## config.mk

```make
export PLATFORM = sky130hd
export DESIGN_NAME = pipe_scheduler
export DESIGN_NICKNAME = d
export VERILOG_FILES = /design/src/rtl/pipe_pkg.sv /design/src/rtl/pipe_lfsr.sv /design/src/rtl/pipe_scheduler.sv
export SDC_FILE = /design/constraint.sdc
export NUM_CORES = 1
export LEC_CHECK = 0
export BUFFER_PORTS_ARGS = -buffer_cell sky130_fd_sc_hd__buf_4
export CORE_MARGIN = 5
export CORE_UTILIZATION = 38
export CTS_BUF_LIST = sky130_fd_sc_hd__clkbuf_8
export DETAILED_ROUTE_END_ITERATION = 16
export GPL_TIMING_DRIVEN = 0
export SETUP_SLACK_MARGIN = 0.05
export SYNTH_ARGS = -nofsm -noshare
export SYNTH_HDL_FRONTEND = slang
export SYNTH_HIERARCHICAL = 1
export SYNTH_SLANG_ARGS = --single-unit
```

## constraint.sdc

```tcl
create_clock -name clk -period 8.2 [get_ports clk]
set_input_delay 0.41 -clock clk [delete_from_list [all_inputs] [get_ports clk]]
set_output_delay 0.41 -clock clk [all_outputs]
set_load 0.01 [all_outputs]
```

## src/rtl/pipe_pkg.sv

```systemverilog
`default_nettype none
// ============================================================================
// Module   : pipe_pkg
// Purpose  : Shared constants, pipe-word layout and FSM encoding for the pipe
//            scheduler and its LFSR.
// Revision : 1.0 - initial release
// ============================================================================
package pipe_pkg;

    localparam int c_word_vis_bit = 31;
    localparam int c_word_gap_lsb = 20;
    localparam int c_word_x_lsb   = 10;
    localparam int c_word_h_lsb   = 0;

    localparam int          c_park_x    = 700;
    localparam logic [15:0] c_lfsr_taps = 16'hB400;  // bits 15, 13, 12, 10
    localparam logic [15:0] c_lfsr_seed = 16'hACE1;

    typedef enum logic [2:0] {
        S_IDLE  = 3'd0,
        S_INIT0 = 3'd1,
        S_INIT1 = 3'd2,
        S_INIT2 = 3'd3,
        S_WAIT  = 3'd4,
        S_UPD0  = 3'd5,
        S_UPD1  = 3'd6,
        S_UPD2  = 3'd7
    } state_t;

endpackage
`default_nettype wire

```

## src/rtl/pipe_lfsr.sv

```systemverilog
`default_nettype none
// ============================================================================
// Module   : pipe_lfsr
// Purpose  : 16-bit Fibonacci LFSR (shift left) that steps only when asked;
//            the next value is offered combinationally.
// Revision : 1.0 - initial release
// ============================================================================
module pipe_lfsr
    import pipe_pkg::*;
#(
    parameter logic [15:0] SEED = c_lfsr_seed
) (
    input  logic        clk,
    input  logic        clrn,
    input  logic        advance,
    output logic [15:0] lfsr_next
);

    logic [15:0] r_lfsr;

    assign lfsr_next = {r_lfsr[14:0], ^(r_lfsr & c_lfsr_taps)};

    always_ff @(posedge clk or negedge clrn) begin
        if (!clrn) begin
            r_lfsr <= SEED;
        end else if (advance) begin
            r_lfsr <= lfsr_next;
        end
    end

endmodule
`default_nettype wire

```

## src/rtl/pipe_scheduler.sv

```systemverilog
`default_nettype none
// ============================================================================
// Module   : pipe_scheduler
// Purpose  : Owns three pipe slots; scrolls them one slot per clock on each
//            frame tick, respawns off-screen slots and counts passed pipes.
//            Optional: PIPE_GAP_SHRINK_EN narrows the gap every 8 points.
// Revision : 1.0 - initial release
// ============================================================================
module pipe_scheduler
    import pipe_pkg::*;
#(
    parameter int          SCREEN_W  = 640,
    parameter int          PIPE_W    = 50,
    parameter int          SPACING   = 240,
    parameter int          SPEED     = 2,
    parameter int          MARIO_X   = 40,
    parameter int          MIN_H     = 60,
    parameter int          GAP       = 120,
    parameter int          PARK_X    = c_park_x,
    parameter logic [15:0] LFSR_SEED = c_lfsr_seed
) (
    input  logic        clk,
    input  logic        clrn,
    input  logic        start,
    input  logic        run,
    input  logic        frame_tick,
    output logic [31:0] pipe_1,
    output logic [31:0] pipe_2,
    output logic [31:0] pipe_3,
    output logic        score_inc,
    output logic [15:0] score,
    output logic        busy
);

    localparam logic signed [11:0] c_speed      = 12'(SPEED);
    localparam logic signed [11:0] c_vis_lo     = 12'(-(PIPE_W - 1));
    localparam logic signed [11:0] c_vis_hi     = 12'(SCREEN_W - 1);
    localparam logic signed [11:0] c_retire_lim = 12'(-PIPE_W);
    localparam logic signed [11:0] c_score_lim  = 12'(MARIO_X - PIPE_W);
    localparam logic signed [11:0] c_wrap       = 12'(3 * SPACING);
    localparam logic signed [11:0] c_init_x0    = 12'(SCREEN_W);
    localparam logic signed [11:0] c_init_x1    = 12'(SCREEN_W + SPACING);
    localparam logic signed [11:0] c_init_x2    = 12'(SCREEN_W + 2 * SPACING);
    localparam logic signed [11:0] c_x_park     = 12'(PARK_X);
    localparam logic [9:0]         c_park       = 10'(PARK_X);
    localparam logic [9:0]         c_min_h      = 10'(MIN_H);
    localparam logic [7:0]         c_gap        = 8'(GAP);

    function automatic logic [31:0] pack_word(input logic signed [11:0] x,
                                              input logic [7:0] g,
                                              input logic [9:0] h);
        logic vis;
        pack_word = '0;
        vis = (x >= c_vis_lo) && (x <= c_vis_hi);
        pack_word[c_word_vis_bit]      = vis;
        pack_word[c_word_gap_lsb +: 8] = g;
        pack_word[c_word_x_lsb +: 10]  = vis ? x[9:0] : c_park;
        pack_word[c_word_h_lsb +: 10]  = h;
    endfunction

    state_t             r_state, w_state_next;
    logic               w_is_init, w_is_upd, w_act, w_load;
    logic [1:0]         w_slot;
    logic signed [11:0] r_x [3];
    logic [9:0]         r_h [3];
    logic [7:0]         r_g [3];
    logic [31:0]        r_word [3];
    logic signed [11:0] w_x_cur, w_x_new, w_x_wr;
    logic [9:0]         w_h_wr, w_h_load;
    logic [7:0]         w_g_wr, w_gap_use;
    logic               w_score_evt, w_retire;
    logic [15:0]        r_score;
    logic               r_score_inc;
    logic [15:0]        w_lfsr_next;
    logic               w_unused_lfsr;

    always_ff @(posedge clk or negedge clrn) begin
        if (!clrn) begin
            r_state <= S_IDLE;
        end else begin
            r_state <= w_state_next;
        end
    end

    always_comb begin
        w_state_next = r_state;
        w_is_init    = 1'b0;
        w_is_upd     = 1'b0;
        w_slot       = 2'd0;
        case (r_state)
            S_INIT0: begin w_is_init = 1'b1; w_slot = 2'd0; end
            S_INIT1: begin w_is_init = 1'b1; w_slot = 2'd1; end
            S_INIT2: begin w_is_init = 1'b1; w_slot = 2'd2; end
            S_UPD0:  begin w_is_upd  = 1'b1; w_slot = 2'd0; end
            S_UPD1:  begin w_is_upd  = 1'b1; w_slot = 2'd1; end
            S_UPD2:  begin w_is_upd  = 1'b1; w_slot = 2'd2; end
            default: ;
        endcase
        if (start) begin
            w_state_next = S_INIT0;
        end else begin
            case (r_state)
                S_IDLE:  w_state_next = S_IDLE;
                S_INIT0: w_state_next = S_INIT1;
                S_INIT1: w_state_next = S_INIT2;
                S_INIT2: w_state_next = S_WAIT;
                S_WAIT:  if (frame_tick && run) w_state_next = S_UPD0;
                S_UPD0:  w_state_next = S_UPD1;
                S_UPD1:  w_state_next = S_UPD2;
                S_UPD2:  w_state_next = S_WAIT;
                default: w_state_next = S_IDLE;
            endcase
        end
    end

    assign busy = w_is_init | w_is_upd;

    // A start request pre-empts whatever slot action the current state would do.
    assign w_act       = ~start;
    assign w_x_cur     = r_x[w_slot];
    assign w_x_new     = w_x_cur - c_speed;
    assign w_score_evt = w_is_upd && (w_x_cur > c_score_lim) && (w_x_new <= c_score_lim);
    assign w_retire    = w_is_upd && (w_x_new <= c_retire_lim);
    assign w_load      = w_act && (w_is_init || w_retire);
    assign w_h_load    = c_min_h + {2'b00, w_lfsr_next[7:0]};
    assign w_unused_lfsr = ^w_lfsr_next[15:8];

    pipe_lfsr #(
        .SEED      (LFSR_SEED)
    ) u_lfsr (
        .clk       (clk),
        .clrn      (clrn),
        .advance   (w_load),
        .lfsr_next (w_lfsr_next)
    );

    always_comb begin
        w_x_wr = w_x_new;
        if (w_is_init) begin
            case (w_slot)
                2'd1:    w_x_wr = c_init_x1;
                2'd2:    w_x_wr = c_init_x2;
                default: w_x_wr = c_init_x0;
            endcase
        end else if (w_retire) begin
            w_x_wr = w_x_new + c_wrap;
        end
        w_h_wr = w_load ? w_h_load  : r_h[w_slot];
        w_g_wr = w_load ? w_gap_use : r_g[w_slot];
    end

    always_ff @(posedge clk or negedge clrn) begin
        if (!clrn) begin
            for (int i = 0; i < 3; i++) begin
                r_x[i]    <= c_x_park;
                r_h[i]    <= '0;
                r_g[i]    <= '0;
                r_word[i] <= pack_word(c_x_park, 8'd0, 10'd0);
            end
        end else if (w_act && (w_is_init || w_is_upd)) begin
            r_x[w_slot]    <= w_x_wr;
            r_h[w_slot]    <= w_h_wr;
            r_g[w_slot]    <= w_g_wr;
            r_word[w_slot] <= pack_word(w_x_wr, w_g_wr, w_h_wr);
        end
    end

    always_ff @(posedge clk or negedge clrn) begin
        if (!clrn) begin
            r_score     <= '0;
            r_score_inc <= 1'b0;
        end else begin
            r_score_inc <= w_act && w_score_evt;
            if (w_act && (r_state == S_INIT0)) begin
                r_score <= '0;
            end else if (w_act && w_score_evt && (r_score != 16'hFFFF)) begin
                r_score <= r_score + 16'd1;
            end
        end
    end

`ifdef PIPE_GAP_SHRINK_EN
    localparam logic [7:0] c_gap_floor = 8'd64;
    logic [7:0] r_gap;

    // Shrinks when the score is about to wrap its low three bits to zero.
    always_ff @(posedge clk or negedge clrn) begin
        if (!clrn) begin
            r_gap <= c_gap;
        end else if (w_act && (r_state == S_INIT0)) begin
            r_gap <= c_gap;
        end else if (w_act && w_score_evt && (r_score != 16'hFFFF) && (r_score[2:0] == 3'd7)) begin
            r_gap <= (r_gap >= c_gap_floor + 8'd4) ? r_gap - 8'd4 : c_gap_floor;
        end
    end

    assign w_gap_use = (r_state == S_INIT0) ? c_gap : r_gap;
`else
    assign w_gap_use = c_gap;
`endif

    assign pipe_1    = r_word[0];
    assign pipe_2    = r_word[1];
    assign pipe_3    = r_word[2];
    assign score     = r_score;
    assign score_inc = r_score_inc;

endmodule
`default_nettype wire

```

==> results.json <==
{
  "drt_iter0_markers": 503,
  "io_pins": 119,
  "status": "completed",
  "grt_use_total_pct": 19.31,
  "drc_errors": 0,
  "grt_setup_unrepaired": "no",
  "fp-row-count": 54,
  "drv_slew": 0,
  "period_minus_slack_ns": 5.801,
  "path_class": "register to register",
  "crit_chain": "inv_1, ha_1, nor2b_4, buf_4, a2bb2oi_2, ha_1, buf_1, nand2b_1, o22ai_4, nand2_1, xnor2_1, inv_1, ha_1, nand3b_1, a22oi_4, a31oi_4, o21bai_1, inv_1, clkbuf_1, buf_2, buf_4, mux2_2",
  "fmax_mhz": 172.4,
  "dpl.hpwl_microns": 17070,
  "relSlewSlack_pct": 19.73,
  "via_per_inst": 5.289,
  "h-tree-depth": 4,
  "areaGrowthSynthToFinish_pct": 19.89,
  "die_area_sq_mm": 0.02478,
  "synthCells": 846,
  "diodes": 0,
  "worst_hold_path_type": "primary input to register",
  "fin_tns_setup_ns": 0,
  "startpoint_type": "register",
  "drv_cap": 0,
  "max_stage_delay_ns": 0.44,
  "r2r_slack_ns": 2.40,
  "worstPathArrival_ns": 6.14,
  "cellPowerDensity_mw_per_mm2": 327.1,
  "die_x_microns": 157.4,
  "root_buffer": "clkbuf_8",
  "fin_cells": 1276,
  "cts_num_sinks": 159,
  "setup_viol": 0,
  "leakage_nw": 4.273,
  "holdPathEnd": "r_state[2]",
  "tritoncts": "done",
  "path_buf_inv": 8,
  "worst_ep_required_time_ns": 8.54,
  "portBuffers": 108,
  "cp-end-kind": "register",
  "r2r-end": "u_lfsr/r_lfsr[9]",
  "ys_warn_count": 6,
  "placed_cells": 1243,
  "min_path_cells": 2,
  "gp_congestion": 0.8615,
  "post-cts-setup-buffers": 0,
  "grt_max_degree": 82,
  "r2r-start": "r_state[0]",
  "wl_microns": 23790,
  "worstMarginPinSlew_ns": 1.193,
  "hold_violations": 0,
  "wire_per_inst_microns": 18.64,
  "peakVddDrop_mv": 0.1360,
  "cts-buffers-inserted": 17,
  "fin_skew_ns": 0.01555,
  "syn_area_sq_mm": 0.008258,
  "first_pass_iters": 6,
  "initial_core_util_pct": 38.19,
  "max-clock-path-buffers": 2,
  "path_max_fanout": 10,
  "insertion_delay_ns": 0.46,
  "num_vias": 6749,
  "min_from": "start",
  "detail-route-antenna-nets": 0,
  "layout.nets": 1002,
  "drive_above_1_share_pct": 25.50,
  "cp_top_family": "buffers and inverters",
  "overflow": 0,
  "coreArea_sq_mm": 0.02162,
  "worst-r2r-cell-count": 22,
  "post-route-period-util_pct": 70.75,
  "clkTransAtPathRegs_ns": 0.08,
  "grt_first_pass_wirelength_microns": 37380,
  "fp.dieH_microns": 157.4,
  "worst_path_max_delay_cell": "clkbuf_1",
  "antenna_found_initial": 0,
  "avgSynthCellArea_sq_um": 9.761,
  "final_core_util_pct": 45.79,
  "grt_pass1_vias": 6667
}
==> layer usage <==
| layer | track usage, % | part of all wire [%] |
|---|---|---|
| met1 | 26.48 | 46 |
| met3 | 4.207 | 5.8 |
| met5 | 0 | 0 |
| met4 | 6.596 | 2.2 |
| met2 | 30.45 | 46 |
==> layout make-up <==
class | instances | area (sq um)
fill | 2134 | 11720
sequential | 159 | 4034
multi-input combinational | 615 | 3851
timing repair buffer | 110 | 855.8
buffer | 67 | 354.1
tap | 280 | 350.3
clock buffer | 18 | 247.7
clock inverter | 14 | 158.9
inverter | 13 | 48.80
==> report_power, final <==
group | internal, mW | total (mW) | switching (mW)
combinational | 0.579 | 1.46 | 0.880
clock | 0.285 | 0.605 | 0.320
sequential | 1.03 | 1.18 | 0.142
total | 1.90 | 3.24 | 1.34
==> repair_timing <==
item / CTS / global route
hold buffers: 1 / 0
resized for setup: 0 / 0
hold endpoints to repair: 57 / 0
==> placed cells by master (no fill, tap or decap), drive strengths merged, types with 4 or more instances in the layout <==
master,n
conb,9
clkbuf,52
o211ai,4
xnor2,18
a2bb2oi,4
nand4,7
nor3,13
nand2b,9
buf,142
dfstp,44
or2,5
a31oi,7
a211oi,6
nor2,50
nand2,155
dfrtp,115
clkinvlp,4
mux2i,34
o22a,19
and3,5
or3,7
o31ai,13
mux2,18
nand3,11
nor4,7
o21a,8
xor2,13
nor2b,5
ha,14
inv,19
and2,7
o21ai,110
a21oi,23
o2bb2ai,7
==> state kept, by name, summed over array words and instances, names as in the netlist <==
| signal | cells |
|---|---|
| r_x | 36 |
| r_h | 27 |
| r_g | 21 |
| score | 16 |
| u_lfsr/r_lfsr | 16 |
| pipe_1 | 13 |
| pipe_2 | 13 |
| pipe_3 | 13 |
| r_state | 3 |
| score_inc | 1 |
==> how the worst max path moves through the flow <==
stage / startpoint / endpoint / cells past startpoint
after floorplan: r_state[0] / u_lfsr/r_lfsr[12] / 19
after global placement: r_state[0] / u_lfsr/r_lfsr[12] / 22
after detailed placement: r_state[0] / u_lfsr/r_lfsr[9] / 22
after CTS: r_state[0] / u_lfsr/r_lfsr[9] / 22
after global routing: r_state[0] / u_lfsr/r_lfsr[9] / 22
final: r_state[0] / u_lfsr/r_lfsr[9] / 22
==> stage by stage <==
step | cell area (sq um) | hold slack [ns] | total power, mW | setup slack (ns)
after floorplan | 8288 | 0.1144 | 2.100 | 3.641
after global placement | 9449 | 0.4614 | 2.619 | 2.518
after detailed placement | 9484 | 0.4561 | 2.635 | 2.538
after CTS | 9901 | 0.2846 | 3.250 | 2.499
after global routing | 9901 | 0.3294 | 3.448 | 2.088
final | 9901 | 0.3190 | 3.239 | 2.399
(Power assumes the default switching activity.)
